`config.mk`:
```
export PLATFORM = sky130hd
export DESIGN_NAME = irq_source_arbiter
export DESIGN_NICKNAME = d
export VERILOG_FILES = /design/src/rtl/irq_source_arbiter.sv
export SDC_FILE = /design/constraint.sdc
export NUM_CORES = 1
export LEC_CHECK = 0
export CAP_MARGIN = 20
export CORE_ASPECT_RATIO = 0.75
export CORE_UTILIZATION = 52
export CTS_BUF_LIST = sky130_fd_sc_hd__clkbuf_8
export CTS_CLUSTER_DIAMETER = 40
export DETAILED_ROUTE_END_ITERATION = 16
export PLACE_DENSITY = 0.86
export SLEW_MARGIN = 20
export SYNTH_ARGS = -nofsm -noshare
export SYNTH_HDL_FRONTEND = slang
export SYNTH_SLANG_ARGS = --single-unit
```
`constraint.sdc`:
```
create_clock -name clk -period 2.55 [get_ports clk]
set_input_delay 0.51 -clock clk [delete_from_list [all_inputs] [get_ports clk]]
set_output_delay 0.51 -clock clk [all_outputs]
set_load 0.005 [all_outputs]
```
`src/rtl/irq_source_arbiter.sv`:
```
// irq_source_arbiter
// Shares the single user-interrupt channel of the USB host interface among
// up to 16 interrupt sources. Request edges are captured as pending events,
// one eligible source is selected, and the interrupt unit's status-byte read
// is answered with the code 8'h10 | sel. The served source gets a one-cycle
// ack pulse once the host reports completion of a user interrupt.
// Optional feature: define IRQ_ROUND_ROBIN_EN for round-robin selection
// (default build uses fixed lowest-index priority).
module irq_source_arbiter #(
  parameter int N_SRC       = 8,
  parameter int WAIT_CYCLES = 2
) (
  input  logic             clk,
  input  logic             reset,
  input  logic [N_SRC-1:0] irq_req,
  input  logic [N_SRC-1:0] irq_mask,
  output logic [N_SRC-1:0] irq_ack,
  output logic [N_SRC-1:0] irq_pending,
  output logic             interrupt,
  input  logic             n_read,
  output logic             n_wait,
  output logic [7:0]       data,
  input  logic             user_interrupt,
  input  logic             interrupt_ok
);

  typedef enum logic [2:0] {
    ST_IDLE,
    ST_ASSERT,
    ST_WAIT,
    ST_READY,
    ST_ACK,
    ST_GAP
  } state_t;

  state_t             r_state;
  state_t             w_nextState;
  logic [N_SRC-1:0]   r_irqReqPrev;
  logic [N_SRC-1:0]   r_pending;
  logic [3:0]         r_sel;
  logic [3:0]         w_nextSel;
  logic [3:0]         r_wcnt;
  logic [3:0]         w_nextWcnt;
  logic [N_SRC-1:0]   w_cand;
  logic [N_SRC-1:0]   w_selOneHot;
  logic [3:0]         w_pickLow;
  logic [3:0]         w_pick;
  logic               w_busy;
  logic               r_interrupt;
  logic               r_nWait;
  logic [7:0]         r_data;
  logic [N_SRC-1:0]   r_irqAck;

  assign w_cand      = r_pending & irq_mask;
  assign irq_pending = r_pending;
  assign interrupt   = r_interrupt;
  assign n_wait      = r_nWait;
  assign data        = r_data;
  assign irq_ack     = r_irqAck;

  // Decode the frozen selection index into a one-hot source vector.
  always_comb begin
    w_selOneHot = '0;
    for (int i = 0; i < N_SRC; i++) begin
      w_selOneHot[i] = (r_sel == 4'(i));
    end
  end

  // Lowest-index eligible source; also the wrap-around fallback for round-robin.
  always_comb begin
    w_pickLow = '0;
    for (int i = N_SRC - 1; i >= 0; i--) begin
      if (w_cand[i]) w_pickLow = 4'(i);
    end
  end

`ifdef IRQ_ROUND_ROBIN_EN
  logic [3:0] r_lastSel;
  logic [3:0] w_pickHigh;
  logic       w_foundHigh;

  // Round-robin: prefer the lowest eligible index above the last served one.
  always_comb begin
    w_pickHigh  = '0;
    w_foundHigh = 1'b0;
    for (int i = N_SRC - 1; i >= 0; i--) begin
      if (w_cand[i] && (4'(i) > r_lastSel)) begin
        w_pickHigh  = 4'(i);
        w_foundHigh = 1'b1;
      end
    end
    w_pick = w_foundHigh ? w_pickHigh : w_pickLow;
  end

  // Remember the served source; resetting to the top index makes 0 searched first.
  always_ff @(posedge clk) begin
    if (reset) r_lastSel <= 4'(N_SRC - 1);
    else if (r_state == ST_ACK) r_lastSel <= r_sel;
  end
`else
  // Fixed priority: lowest eligible index wins.
  always_comb begin
    w_pick = w_pickLow;
  end
`endif

  // Next-state, wait-counter and selection logic for the service handshake.
  always_comb begin
    w_nextState = r_state;
    w_nextWcnt  = r_wcnt;
    w_nextSel   = r_sel;
    case (r_state)
      ST_IDLE: begin
        if (|w_cand) begin
          w_nextState = ST_ASSERT;
          w_nextSel   = w_pick;
        end
      end
      ST_ASSERT: begin
        if (!n_read) begin
          if (WAIT_CYCLES > 0) begin
            w_nextState = ST_WAIT;
            w_nextWcnt  = 4'(WAIT_CYCLES);
          end else begin
            w_nextState = ST_READY;
          end
        end
      end
      ST_WAIT: begin
        if (r_wcnt == 4'd0) w_nextState = ST_READY;
        else w_nextWcnt = r_wcnt - 4'd1;
      end
      ST_READY: begin
        if (interrupt_ok && user_interrupt) w_nextState = ST_ACK;
      end
      ST_ACK:  w_nextState = ST_GAP;
      ST_GAP:  w_nextState = ST_IDLE;
      default: w_nextState = ST_IDLE;
    endcase
    w_busy = (w_nextState == ST_ASSERT) || (w_nextState == ST_WAIT) ||
             (w_nextState == ST_READY);
  end

  // State, selection and counter registers.
  always_ff @(posedge clk) begin
    if (reset) begin
      r_state <= ST_IDLE;
      r_sel   <= '0;
      r_wcnt  <= '0;
    end else begin
      r_state <= w_nextState;
      r_sel   <= w_nextSel;
      r_wcnt  <= w_nextWcnt;
    end
  end

  // Edge capture; a new edge on the source being acked wins over its clear.
  always_ff @(posedge clk) begin
    if (reset) begin
      r_irqReqPrev <= irq_req;
      r_pending    <= '0;
    end else begin
      r_irqReqPrev <= irq_req;
      r_pending    <= (r_pending & ~((r_state == ST_ACK) ? w_selOneHot : '0)) |
                      (irq_req & ~r_irqReqPrev);
    end
  end

  // Registered outputs decoded from the state being entered.
  always_ff @(posedge clk) begin
    if (reset) begin
      r_interrupt <= 1'b0;
      r_nWait     <= 1'b1;
      r_data      <= 8'h00;
      r_irqAck    <= '0;
    end else begin
      r_interrupt <= w_busy;
      r_nWait     <= !(((w_nextState == ST_ASSERT) || (w_nextState == ST_WAIT)) &&
                       (WAIT_CYCLES > 0));
      r_data      <= w_busy ? {4'h1, w_nextSel} : 8'h00;
      r_irqAck    <= (w_nextState == ST_ACK) ? w_selOneHot : '0;
    end
  end

endmodule

```
After elaboration in Yosys (flattened, before gate mapping)
Cells that the tools add are included.
- register bits after elaboration: 45
- bits of input ports: 21
- output and inout bits: 26
- word-level logic and storage cells: 68
- add/sub/neg operators: 1
- eq/ne operators: 17
- muxes and demuxes: 20
- bitwise gates (word level): 8
- reductions and logical operators: 12
- operator list (kind ; count):
    4-bit 2-to-1 mux ; 11
    8-bit bitwise AND ; 3
    4-bit by 3-bit equality test with 1-bit output, second input constant ; 4
    8-bit inverter ; 2
    3-bit 2-to-1 mux ; 5
    3-bit case mux with 5 select lines ; 1
    3-bit by 2-bit equality test with 1-bit output, second input constant ; 4
    4-bit by 2-bit equality test with 1-bit output, second input constant ; 2
    4-bit logical NOT ; 2
    8-bit 2-to-1 mux ; 1
    8-bit OR ; 1
    4-bit case mux with 2 select lines ; 1
    8-bit OR reduction ; 1
    3-bit by 1-bit equality test with 1-bit output, second input constant ; 2
    3-bit equality test, second input constant ; 2
    5-bit 2-to-1 mux ; 1
    4-bit by 1-bit equality test with 1-bit output, second input constant ; 1
    2-bit != test, second input constant ; 2
    2-bit OR reduction ; 2
    4-bit by 1-bit subtractor with 4-bit output, second input constant ; 1
    3-bit logical NOT ; 1
    3-bit AND reduction ; 1
    1-bit logical OR ; 2
    1-bit inverter ; 2
    other kinds (3) ; 3

Logic depth before layout (Yosys ltp)
- depth in word-level cells: 12
- mapped depth: 8
- mapped depth without buffers: 7

Least setup slack after synthesis
No wires, ideal clock.
- kind: input to register
- start: input port irq_mask[0]
- end: register r_data[1] (netlist: data[1])
- library setup time: 0.124 ns
- arrival time: 1.429 ns
- data required time: 2.426 ns
- slack: 0.997 ns
- stages: 5
- buffers on the path: 0
- cells stage by stage: a22o_1 > a221oi_4 > a21oi_2 > o31ai_2 > nor2_1
- word-level cells in the longest chain between the ends: 9
- elaborated cells between the ends (all ways): 14
- classes of those cells: eq/ne (3); mux (5); bitwise (2); reduce/logical (4)
- ends and longest elaborated chain (element ; RTL line ; RTL):
    start, declared ; 16 ; input logic [N_SRC-1:0] irq_mask,
    8-bit bitwise AND * ; 54 ; assign w_cand = r_pending & irq_mask;
    8-bit OR reduction ; 114 ; if (|w_cand) begin
    3-bit 2-to-1 mux ; 114 ;
    3-bit case mux with 5 select lines ; 112 ; case (r_state)
    3-bit by 1-bit equality test with 1-bit output / 3-bit by 2-bit equality test with 1-bit output (equally long branches) ; 140 ; w_busy = (w_nextState == ST_ASSERT) || (w_nextState == ST_WAIT) ||
    1-bit logical OR (2 in series) ; 140 ;
    1-bit inverter (no source line) ; -- ;
    2-bit OR reduction (no source line) ; -- ;
    end signal, assigned ; 180 ; r_data <= w_busy ? {4'h1, w_nextSel} : 8'h00;
    end, declared ; 51 ; logic [7:0] r_data;
Mark *: on every way between the ends. The rest lies on a longest branch, timed or not.
A chain may end at the register's enable or synchronous reset.

Worst setup path in the final report
- start: register r_pending[3] (netlist: irq_pending[3])
- end: output port irq_pending[3]
- RTL lines (element ; RTL line ; RTL):
    start, declared ; 39 ; logic [N_SRC-1:0] r_pending;
    start signal, assigned ; 164 ; r_pending <= (r_pending & ~((r_state == ST_ACK) ? w_selOneHot : '0)) |
    end, declared ; 18 ; output logic [N_SRC-1:0] irq_pending,
No word-level cell between the ends.

==> results <==
- Counting the fill cells in the layout gives 187.
- Setup violations remaining at the end of the flow were counted as 0.
- The vias after detailed routing is 1,418.
- The critical path ends at irq_pending[3].
- The number of failing hold endpoints at the final stage is 0.
- The worst clock skew is ~5.5 ps.
- In the layout the commonest cells are clkdlybuf4s50_1, dfxtp_1, nor2_1.
- In this run the core area contains 16 standard-cell rows.
- The area added between synthesis and finish is 36.1%.
- The start point of the critical path is irq_pending[3].
- The number of synthesized flops with an enable pin is 0.
- For the worst setup path, the data arrival time is roughly 1300 ps.
- The clock period minus final worst setup slack is about 1800 ps.
- Dividing total power by cell area gives a power density of between 700 and 800 nW/um^2.
- After clock tree synthesis, the clock-pin slew on the worst setup and hold paths is roughly 80 ps.
- The area taken by multi-input logic gates is 684 sq um.
- The final antenna-violating net count is 0.
- The aggregate routed wire length is 3770 microns.
- Of the total power, the share spent switching nets is 0.249.
- For this run, the register share of the synthesized area comes to 0.523.
- The post-cts sizing count is 0.
- The worst vdd rail ir drop is 803 uV.
- The cell internal power dissipation is 1.22 mW.
- The most used flip-flop cell after synthesis is dfxtp_1.
- The data required time of the critical path is 2040 ps.
- The net count of the finished layout is 234.
- The worst slew slack as a fraction of its limit is 0.585.
- The dominant combinational cell family by area after synthesis is simple AND/OR/NAND/NOR gates.
- The number of max-slew violations in the final report is 0.
- The number of buffers on the longest clock path is 2.
- The analysis attributes to cell leakage a power of ~0.79 nW.
- From left edge to right edge, the die measures ~65 microns.
- The count of state elements after synthesis is 41.
- The clock insertion delay at the later pin of the skew report is 300 ps.
- The kind of cell adding the most delay to the critical path is buffers and inverters.
- The mean instance size in the synthesized netlist is between 9 and 10 sq um.
- Counting both buffers and inverters, the worst setup path holds a total of 1.
- The antenna diode count is 0.
- Pin placement for this block handled 47 I/O pins.
- The worst hold path belongs to the class register to register.
- Based on the critical path, the design can be clocked at up to 549 MHz.
- The run finished with clean final reports.
- The number of clock buffers added by TritonCTS is 5.
- The compound-gate portion of the synthesized area came to 0.197.
- The total half-perimeter wirelength after legalization and detailed placement is between 2000 and 3000 microns.
- In this run the register-to-register setup slack is around 880 ps.
- The global-route usage over all layers is 0.259.
- The placeable core area is 2740 sq um.
- After clock tree synthesis, the setup repair step added 0 buffers.
- After the first detailed-routing iteration, the DRC count stood at 157.
- The number of iterations in the first detailed-routing pass is 5.
- The share of total power dissipated in combinational logic is 0.166.
- The synthesized netlist contains 35 unique library cells.
- In this run the cell area of the synthesized design comes to about 1600 sq um.
- The setup path with the least slack is of type register to output pin.
- The tree is rooted in a clkbuf_8.
- Traced cell by cell, the critical path runs through clkdlybuf4s50_1.
- Dividing the detail-routed wire length by the instance count gives 15.2 microns.
- In the final timing run, aggregate negative setup slack is 0 ps.
- The reg-to-reg endpoint is n_wait.
- The total number of yosys warnings is 0.
- The switching power total is 403 uW.
- The largest single stage delay on the critical path is 550 ps.
- The worst setup path is captured at an output pin.
- The final estimated routing congestion in global placement is 0.928.
- The number of hold buffers added after CTS is 0.
- The source of the worst register-to-register timing path is r_wcnt[0].
- Of the available clock period, the critical path in the final layout requires 0.714.
- In this run the number of cells on the critical path is 1.
- The via count of the first global-routing pass was between 1,000 and 1,500.
- Dividing the detail-routed via count by the number of cells gives ~5.7.
- The H-tree depth is 2.
- The leftover overflow at the end of global routing is 0.
- The number of remaining DRC errors is 0.
- The number of clock sinks is 41.
- Port buffering added 43 buffers.
- The fraction of synthesis flops using an asynchronous set or reset pin is 0.
- Of the total synthesized cell area, the portion taken by full adders, half adders and majority gates is 0.0159.
- Entering global routing, the biggest net connects 15 pins.
- The area of the die is around 3200 sq um.
- At the pin with the least slew margin, the transition time is 617 ps.
- The power consumption is 1.62 mW.
- The initial utilization of the core area, before any placement, comes to 0.573.
- Setup repair after global routing left no endpoint under its margin.
- The type of origin of the critical path is a register.
- The synthesized instance count is around 170.
- The library cell used most frequently in the layout, excluding fill and tap cells, is clkdlybuf4s50_1.
- The power share of the clock group is 0.387.
- The maximum fanout along the worst path is 5.
- Measured along the y axis, the die boundary spans 49.6 microns.
- The area share of and/or/nand/nor cells after synthesis is 0.205.
- The worst hold path was traced through 2 stages.
- The first global-routing pass estimated 6170 microns of wire.
- The register share of total power is 0.447.
- The worst-path cell with the longest stage delay is clkdlybuf4s50_1.
- The initial antenna violation count is 0.
- The mux share of post-synthesis cell area is 0.
- The CTS tree is done.
- Of the total synthesized cell area, the portion taken by XOR and XNOR cells is 0.0112.
- The cell depth of the worst flop-to-flop path is 7.
- The area taken by flip-flops and latches is 821 sq um.
- Of the cells placed in the final design, the portion with a size suffix greater than 1 is 0.0708.
- The tool flagged a number of max-cap violations equal to 0.
## metrics by stage
stage | hold WS [ps] | instance area [sq um] | setup slack (ps) | util | instances
4_1_cts | 489 | 2140 | 732 | 0.779 | 248
6_report | 484 | 2140 | 730 | 0.779 | 248
3_3_place_gp | 471 | 2000 | 496 | 0.729 | 240
5_1_grt | 520 | 2140 | 636 | 0.779 | 248
3_5_place_dp | 481 | 2000 | 434 | 0.729 | 240
2_1_floorplan | 447 | 1580 | 997 | - | 170
## cell families (layout without fill, tap and decap cells)
| family | count (synthesis) | count (layout) |
|---|---|---|
| AOI/OAI and AO/OA | 44 | 44 |
| xor gates and xnor gates | 2 | 2 |
| adders and majority gates | 2 | 2 |
| buffers and inverters | 13 | 55 |
| DFF | 41 | 41 |
| other | 1 | 3 |
| and+or+nand+nor | 65 | 65 |
## cell type report
cell class,instances,share of cell area
flip-flops and latches,41,0.384
multi-input cells,116,0.320
repair buffers,44,0.205
clock buffers,5,0.0322
clock inverters,3,0.0322
well taps,36,0.0211
inverters,3,0.00527
## power by group through the flow
stage | clock (mW) | sequential [mW] | combinational (mW)
final | 0.627 | 0.724 | 0.270
after global placement | 0 | 0.734 | 0.253
after floorplan | 0 | 0.727 | 0.164
after detailed placement | 0 | 0.737 | 0.263
after CTS | 0.633 | 0.723 | 0.266
after global routing | 0.659 | 0.728 | 0.294
## state kept, by name, summed over array words and instances (netlist names)
register / flops
data: 4
interrupt: 1
r_sel: 4
r_state: 3
r_wcnt: 4
irq_ack: 8
irq_pending: 8
n_wait: 1
r_irqReqPrev: 8
## per-layer routing
| layer | vias to the layer above | share of wire | track usage | wire length (microns) |
|---|---|---|---|---|
| met3 | 8 | 0.076 | 0.0810 | 286 |
| met4 | 0 | 0.015 | 0.120 | 55 |
| met1 | 658 | 0.42 | 0.297 | 1570 |
| met2 | 81 | 0.49 | 0.436 | 1850 |
| met5 | - | 0 | 0 | 0 |
| li1 | 671 | - | - | - |
## synthesized netlist by cell type, types with 2 or more instances
master	number	share of area
a21oi_1	14	0.045
a22o_1	2	0.011
a22oi_1	2	0.0096
a31oi_1	2	0.0080
a32oi_1	2	0.011
and3b_1	2	0.011
buf_4	4	0.019
clkbuf_1	4	0.0096
dfxtp_1	41	0.52
ha_1	2	0.016
inv_1	3	0.0072
nand2_1	12	0.029
nand2b_1	11	0.044
nand3_1	5	0.016
nor2_1	19	0.045
nor3_1	11	0.035
o21ai_0	8	0.025
o22ai_1	3	0.012
o31ai_1	3	0.014
or3_1	2	0.0080
xor2_1	2	0.011
## worst min-delay path, stage by stage, from the launching register on
cell	delay [ps]
dfxtp_1	300
nand2b_1	90
a21oi_1	50
## worst min-delay path by stage
stage                               start              to  slack [ps]
after global routing      r_irqReqPrev[6]  irq_pending[6]         520
after global placement    r_irqReqPrev[1]  irq_pending[1]         470
after CTS                 r_irqReqPrev[1]  irq_pending[1]         490
after floorplan                  r_sel[3]        r_sel[3]         450
final                     r_irqReqPrev[1]  irq_pending[1]         480
after detailed placement  r_irqReqPrev[6]  irq_pending[6]         480
Note: power is estimated with default switching activity, not from simulation.
